[config.mk]
export PLATFORM = sky130hd
export DESIGN_NAME = pc_unit
export DESIGN_NICKNAME = d
export VERILOG_FILES = /design/src/rtl/pc_unit.sv
export SDC_FILE = /design/constraint.sdc
export NUM_CORES = 1
export LEC_CHECK = 0
export CAP_MARGIN = 30
export CELL_PAD_IN_SITES_DETAIL_PLACEMENT = 1
export CELL_PAD_IN_SITES_GLOBAL_PLACEMENT = 1
export CORE_MARGIN = 3
export CORE_UTILIZATION = 47
export CTS_CLUSTER_DIAMETER = 60
export DETAILED_ROUTE_END_ITERATION = 8
export GPL_TIMING_DRIVEN = 0
export PLACE_DENSITY_LB_ADDON = 0.1
export SETUP_SLACK_MARGIN = 0.1
export SLEW_MARGIN = 20
export SYNTH_ARGS = -nofsm -noshare
export SYNTH_HDL_FRONTEND = slang
export SYNTH_SLANG_ARGS = --single-unit
export TNS_END_PERCENT = 30
[constraint.sdc]
create_clock -name clk -period 6.2 [get_ports clk]
set_input_delay 1.86 -clock clk [delete_from_list [all_inputs] [get_ports clk]]
set_output_delay 1.86 -clock clk [all_outputs]
set_load 0.02 [all_outputs]
[src/rtl/pc_unit.sv]
// Program-counter unit with call/return stack, stall, trap redirect
// and misaligned-target detection. Drives the fetch address.
module pc_unit #(
  parameter int ADDR_W = 32,
  parameter logic [ADDR_W-1:0] RESET_VEC = '0,
  parameter logic [ADDR_W-1:0] TRAP_VEC = ADDR_W'('h100),
  parameter int RAS_DEPTH = 4,
  parameter int STEP = 4
) (
  input  logic                          clk,
  input  logic                          reset,
  input  logic                          pc_we,
  input  logic [2:0]                    pc_op,
  input  logic [ADDR_W-1:0]             pc_imm,
  input  logic                          stall,
  input  logic                          trap_req,
  output logic [ADDR_W-1:0]             pc_o,
  output logic [ADDR_W-1:0]             epc_o,
  output logic                          misalign_o,
  output logic [$clog2(RAS_DEPTH):0]    ras_count_o,
  output logic                          ras_ovf_o,
  output logic                          ras_unf_o
);

  localparam int PW = $clog2(RAS_DEPTH);
  localparam int CW = PW + 1;

  typedef logic [ADDR_W-1:0] addr_t;

  localparam addr_t STEP_W = addr_t'(STEP);

  typedef enum logic [2:0] {
    OP_ADD_STEP = 3'd0,
    OP_ADD_IMM  = 3'd1,
    OP_SET_IMM  = 3'd2,
    OP_CLEAR    = 3'd3,
    OP_CALL     = 3'd4,
    OP_RET      = 3'd5
  } op_e;

  addr_t          pc_q, pc_d;
  addr_t          epc_q, epc_d;
  addr_t          ras_q [RAS_DEPTH];
  addr_t          ras_d [RAS_DEPTH];
  logic [PW-1:0]  wptr_q, wptr_d;
  logic [CW-1:0]  cnt_q, cnt_d;
  logic           mis_q, mis_d;
  logic           ovf_q, ovf_d;
  logic           unf_q, unf_d;

  addr_t          tgt;
  logic           chk;
  logic           ras_full;

  assign ras_full = (cnt_q == CW'(RAS_DEPTH));

  always_comb begin
    pc_d   = pc_q;
    epc_d  = epc_q;
    ras_d  = ras_q;
    wptr_d = wptr_q;
    cnt_d  = cnt_q;
    mis_d  = 1'b0;
    ovf_d  = 1'b0;
    unf_d  = 1'b0;
    tgt    = pc_q;
    chk    = 1'b0;

    if (trap_req) begin
      pc_d  = TRAP_VEC;
      epc_d = pc_q;
    end else if (!stall && pc_we) begin
      case (pc_op)
        OP_ADD_STEP: pc_d = pc_q + STEP_W;
        OP_ADD_IMM: begin
          tgt = pc_q + pc_imm;
          chk = 1'b1;
        end
        OP_SET_IMM: begin
          tgt = pc_imm;
          chk = 1'b1;
        end
        OP_CLEAR: begin
          pc_d   = RESET_VEC;
          wptr_d = '0;
          cnt_d  = '0;
        end
        OP_CALL: begin
          tgt = pc_q + pc_imm;
          chk = 1'b1;
          ras_d[wptr_q] = pc_q + STEP_W;
          wptr_d = wptr_q + PW'(1);
          // full stack: oldest entry is the one just overwritten
          if (ras_full) ovf_d = 1'b1;
          else          cnt_d = cnt_q + CW'(1);
        end
        OP_RET: begin
          chk = 1'b1;
          if (cnt_q != '0) begin
            tgt    = ras_q[wptr_q - PW'(1)];
            wptr_d = wptr_q - PW'(1);
            cnt_d  = cnt_q - CW'(1);
          end else begin
            tgt   = pc_imm;
            unf_d = 1'b1;
          end
        end
        default: ;
      endcase

      if (chk) begin
        if ((tgt % STEP_W) != '0) begin
          pc_d  = TRAP_VEC;
          epc_d = pc_q;
          mis_d = 1'b1;
        end else begin
          pc_d = tgt;
        end
      end
    end
  end

  always_ff @(posedge clk) begin
    if (reset) begin
      pc_q   <= RESET_VEC;
      epc_q  <= '0;
      ras_q  <= '{default: '0};
      wptr_q <= '0;
      cnt_q  <= '0;
      mis_q  <= 1'b0;
      ovf_q  <= 1'b0;
      unf_q  <= 1'b0;
    end else begin
      pc_q   <= pc_d;
      epc_q  <= epc_d;
      ras_q  <= ras_d;
      wptr_q <= wptr_d;
      cnt_q  <= cnt_d;
      mis_q  <= mis_d;
      ovf_q  <= ovf_d;
      unf_q  <= unf_d;
    end
  end

  assign pc_o        = pc_q;
  assign epc_o       = epc_q;
  assign misalign_o  = mis_q;
  assign ras_count_o = cnt_q;
  assign ras_ovf_o   = ovf_q;
  assign ras_unf_o   = unf_q;

endmodule

* Word level (Yosys, flattened, before mapping)
Index checks and enable logic that the tools add are counted.
** Storage, ports and cells
- Output and inout port bits :: 70
- Flip-flop bits (word level) :: 200
- Word-level logic and storage cells :: 94
** Operators by class
- Reductions and logical operators :: 25
- Bitwise operators :: 7
- Order comparisons :: 3
- Equal/unequal tests :: 10
- Add/sub/neg operators :: 6
- Muxes and demuxes :: 30
** Operator list (number)
- 32-bit 2-to-1 mux :: 12
- 128-bit bitwise mux :: 1
- 32-bit case mux with 3 select lines :: 1
- 32-bit binary-select mux with 2-bit select :: 1
- 32-bit demux with 2-bit select :: 1
- 32-bit case mux with 2 select lines :: 1
- 32-bit by 3-bit adder with 32-bit output, second input constant :: 1
- 32-bit adder :: 1
- 32-bit nonzero test :: 1
- 9-bit 2-to-1 mux :: 2
- 4-bit OR reduction :: 4
- 3-bit AND reduction :: 4
- 3-bit equality test, second input constant :: 3
- 3-bit case mux with 3 select lines :: 1
- 3-bit nonzero test :: 3
- 7-bit by 4-bit inequality test with 1-bit output, second input constant :: 1
- 3-bit by 2-bit equality test with 1-bit output, second input constant :: 2
- 3-bit greater-or-equal comparator, second input constant :: 2
- 1-bit 2-to-1 mux :: 6
- 3-bit 2-to-1 mux :: 2
- 6-bit by 3-bit inequality test with 1-bit output, second input constant :: 1
- 2-bit inverter with 3-bit output :: 2
- 2-bit case mux with 3 select lines :: 1
- 2-bit nonzero test :: 3
- 17 further kinds :: 24

* Depth between registers and ports, before layout
- Depth after elaboration :: 14
- Depth in mapped cells :: 15
- Depth with buffers taken out :: 11

* Worst setup path before layout
No wires, ideal clock.
- Path type :: input-to-reg
- Start point :: in pc_imm[0]
- End point :: reg epc_q[29], in the netlist epc_o[29]
- Arrival time :: 4152 ps
- Library setup time :: 70 ps
- Path buffers :: 2
- Path slack :: 1977 ps
- Stages :: 13
- Path through :: ha_1 > inv_1 > fa_1 > nor2b_1 > maj3_1 > o21ai_0 > or3_1 > buf_6 > nand3_1 > o21bai_2 > buf_2 > nand2_1 > a21oi_1
** On the way
- Longest elaborated chain between the ends :: 7
** RTL lines
- start: declaration :: line 14 : input logic [ADDR_W-1:0] pc_imm,
- 32-bit adder / 32-bit 2-to-1 mux (equally long branches) :: line 76, 89, 99
- 32-bit case mux with 3 select lines (*) :: line 73 : case (pc_op)
- 32-bit 2-to-1 mux (*) :: line 72 : end else if (!stall && pc_we) begin
- 32-bit 2-to-1 mux (*) :: line 69 : if (trap_req) begin
- 32-bit nonzero test (*) :: line 112 : if ((tgt % STEP_W) != '0) begin
- 2-bit nonzero test (no source line) (*)
- 3-bit AND reduction (no source line) (*)
- end signal: assignment :: line 135 : epc_q <= epc_d;
- end: declaration :: line 42 : addr_t epc_q, epc_d;
Every way passes the cells marked *; elsewhere a longest branch is shown, timed or not. The select of a mux whose other input is x is not followed.
A chain may end at the register's enable or synchronous reset.

* Worst setup path after layout
- Start point :: in pc_imm[0]
- End point :: reg epc_q[22], in the netlist epc_o[22]
Same word-level chain as after synthesis.

==> impl_metrics.toml <==
[outcome]
outcome = "complete, no violations"

[logic_synthesis]
synth_area_leader_cell = "dfxtp_1"
synth-seq-area-share_pct = 36.8
yosys-top-cells-area = "dfxtp_1, a211oi_1, nor2_1"
avg_synthesized_cell_area_sq_um = 8.58
ys_ff_latch = 200
share_of_synthesized_flip_flops_with_an_asynchronous_set_or_reset_pct = 0
synthDominantCellAreaShare_pct = 36.8
yosys_warnings = 0
syn-instance-count = 1268
number_of_nets_in_the_synthesized_netlist = 1346
synth.cell_area_sq_um = 10900
edff_count_synth = 0
synthFlopType = "dfxtp_1"
synth_cell_type_count = 76

[clocking]
cts_root_buffer = "clkbuf_16"
cts_hold_repair.buffers = 0
insertion_delay_ns = 0.46
worst_setup_hold_path_clk_slew_ns = 0.08
numClockSinks = 200
cts-buffers-inserted = 17
ctsHtreeMaxLevel = 4
postCtsSetupRepairBufs = 0
cts-resized-gates = 0
max-clock-path-buffers = 2
cts_tree = "built"

[floorplanning]
num_io_pins = 110
die_x_microns = 158
core_area_sq_um = 22700
fp.dieH_microns = 158
placement_rows = 55
die-area_sq_um = 25000
start_util_pct = 47.9

[worst_hold_path]
hold_class = "register to register"

[setup_path]
cp-start-kind = "primary input"
critical_path_class = "primary input to register"
critical_path_required_ns = 6.58
r2r_slack_ns = 1.84
worstPathArrival_ns = 5.54
cp_max_fo = 10
setup.worst_path.end_class = "register"

[timing]
clock-skew-final_ns = 0.0151
post-route-min-period_ns = 5.16
maxSlewHeadroom_pct = 36.4
drv_slew = 0
unrepaired_setup_endpoints_after_global_routing = "no"
report.final.hold_viol_count = 0
fmax_mhz = 194
setup_viol = 0
postLayoutSetupSlackWorst_ns = 1.04
timing_worst_slew_pin_value_ns = 0.954
total_neg_setup_slack_ns = 0
finalCritPeriodShare_pct = 83.2

[power]
p_int_mw = 2.04
seqPwrFrac_pct = 45.2
power.density_nw_per_um2 = 223
p_switching_uw = 851
power_frac_clock_pct = 43.0
power.switching_fraction_pct = 29.4
power.leakage_nw = 4.39
combinational_power_share_pct = 11.8
ir_worst_vdd_mv = 0.165

[placed_design]
placement.setup.worst_slack_ns = 0.677
gp_congestion = 0.986
dp_hpwl_microns = 31400
portBuffers = 108

[drt]
route.antenna.remaining_nets = 0
routed_wirelength_normalized_by_instance_count_microns = 25.1
via_count = 10859
route.detailed.vias_per_inst = 6.41
drt_first_pass_iters = 9
drc = 0
detail_route.iter0.violations = 1033
totalWireLength_microns = 42500

[grt]
globalRouteTotalUtil_pct = 33.8
maximum_number_of_pins_on_one_net_before_global_route_repair = 22
first_global_vias = 10975
grt_pass1_wl_microns = 64200
grt_remaining_overflow = 0
grt_antenna_before_repair = 0

[finish]
area.growth.synth_to_final_pct = 19.2
nets = 1473
antenna_diode_instance_count = 0
layout-drive-gt1-share_pct = 9.09

[run]
timing.max_cap.violations = 0
==> through the flow <==
stage                     area, sq um  power, mW  hold WS, ns  utilization (%)  cells
after CTS                       13000       2.88        0.455             57.1   1693
after global placement          12300       1.66        0.438             54.3   1661
final                           13000       2.90        0.451             57.1   1693
after floorplan                 10900       1.53        0.433                -   1268
after detailed placement        12300       1.67        0.444             54.3   1661
after global routing            13000       2.96        0.475             57.1   1693
==> registers in the layout (all words and copies together) (netlist names) <==
register,flops
misalign_o,1
ras_unf_o,1
pc_o,32
epc_o,32
ras_q,128
ras_count_o,3
wptr_q,2
ras_ovf_o,1
==> final timing paths <==
path                                 from        end  cells after the start
worst max-delay path            pc_imm[0]  epc_o[22]                     14
worst min-delay path            epc_o[26]  epc_o[26]                      2
worst max register to register  wptr_q[0]  epc_o[22]                     15
worst min register to register  epc_o[26]  epc_o[26]                      2
==> final cells by class <==
| type | count | area (sq um) |
|---|---|---|
| buffer | 102 | 526 |
| clock buffer | 17 | 425 |
| clock inverter | 15 | 229 |
| fill | 2673 | 9730 |
| inverter | 22 | 82.6 |
| multi-input combinational | 944 | 6270 |
| sequential | 200 | 4000 |
| tap | 285 | 357 |
| timing repair buffer | 108 | 1080 |
==> cells by family after synthesis <==
kind of cell / synth area share, %
mux: 6.70
flops: 36.8
xor+xnor: 3.94
compound gates: 25.0
buf+inv: 5.59
fa+ha+maj: 4.60
simple gates: 17.4
==> critical path, stage by stage <==
cell             delay (ns)
clkdlybuf4s50_1        0.52
ha_1                   0.22
inv_1                  0.07
fa_1                   0.43
nor2b_1                0.16
maj3_1                 0.35
o21ai_0                0.31
or3_1                  0.18
buf_6                  0.16
nand3_1                0.13
o21bai_2               0.54
buf_2                  0.33
nand2_1                0.08
a21oi_1                0.18
==> cell usage after synthesis (7+ instances only) <==
library cell	count
a211oi_1	118
a21o_1	19
a21oi_1	103
a222oi_1	7
a22oi_1	18
a31oi_1	8
and2_1	10
buf_2	29
buf_6	8
clkbuf_1	53
dfxtp_1	200
ha_1	36
inv_1	22
mux4_2	29
nand2_1	122
nand2b_1	7
nand3_1	25
nand4_1	9
nor2_1	176
nor3_1	29
o211ai_1	9
o21ai_0	48
o221ai_1	14
or3_1	7
xnor2_1	30
xor2_1	19
==> layout by cell type, fill, tap and decap left out, types with 29 or more instances in the layout <==
cell / instances
dfxtp_1: 200
nor2_1: 176
nand2_1: 122
a211oi_1: 118
clkdlybuf4s50_1: 108
a21oi_1: 103
clkbuf_1: 53
o21ai_0: 48
ha_1: 36
xnor2_1: 30
buf_2: 29
nor3_1: 29
mux4_2: 29
==> routing by layer <==
metal | up-vias | share of wire (%) | track usage [%]
li1 | 4912 | - | -
met1 | 5387 | 41 | 43.7
met2 | 463 | 49 | 57.4
met3 | 97 | 7.3 | 5.41
met4 | 0 | 3.0 | 11.8
met5 | - | 0 | 0
==> power groups by stage <==
stage	Sequential (mW)	Clock, mW	Combinational [mW]
after floorplan	1.34	0	0.188
after global placement	1.34	0	0.326
after detailed placement	1.34	0	0.330
after CTS	1.31	1.24	0.335
after global routing	1.31	1.29	0.364
final	1.31	1.24	0.343
No activity file was read; power rests on OpenSTA's default activity.
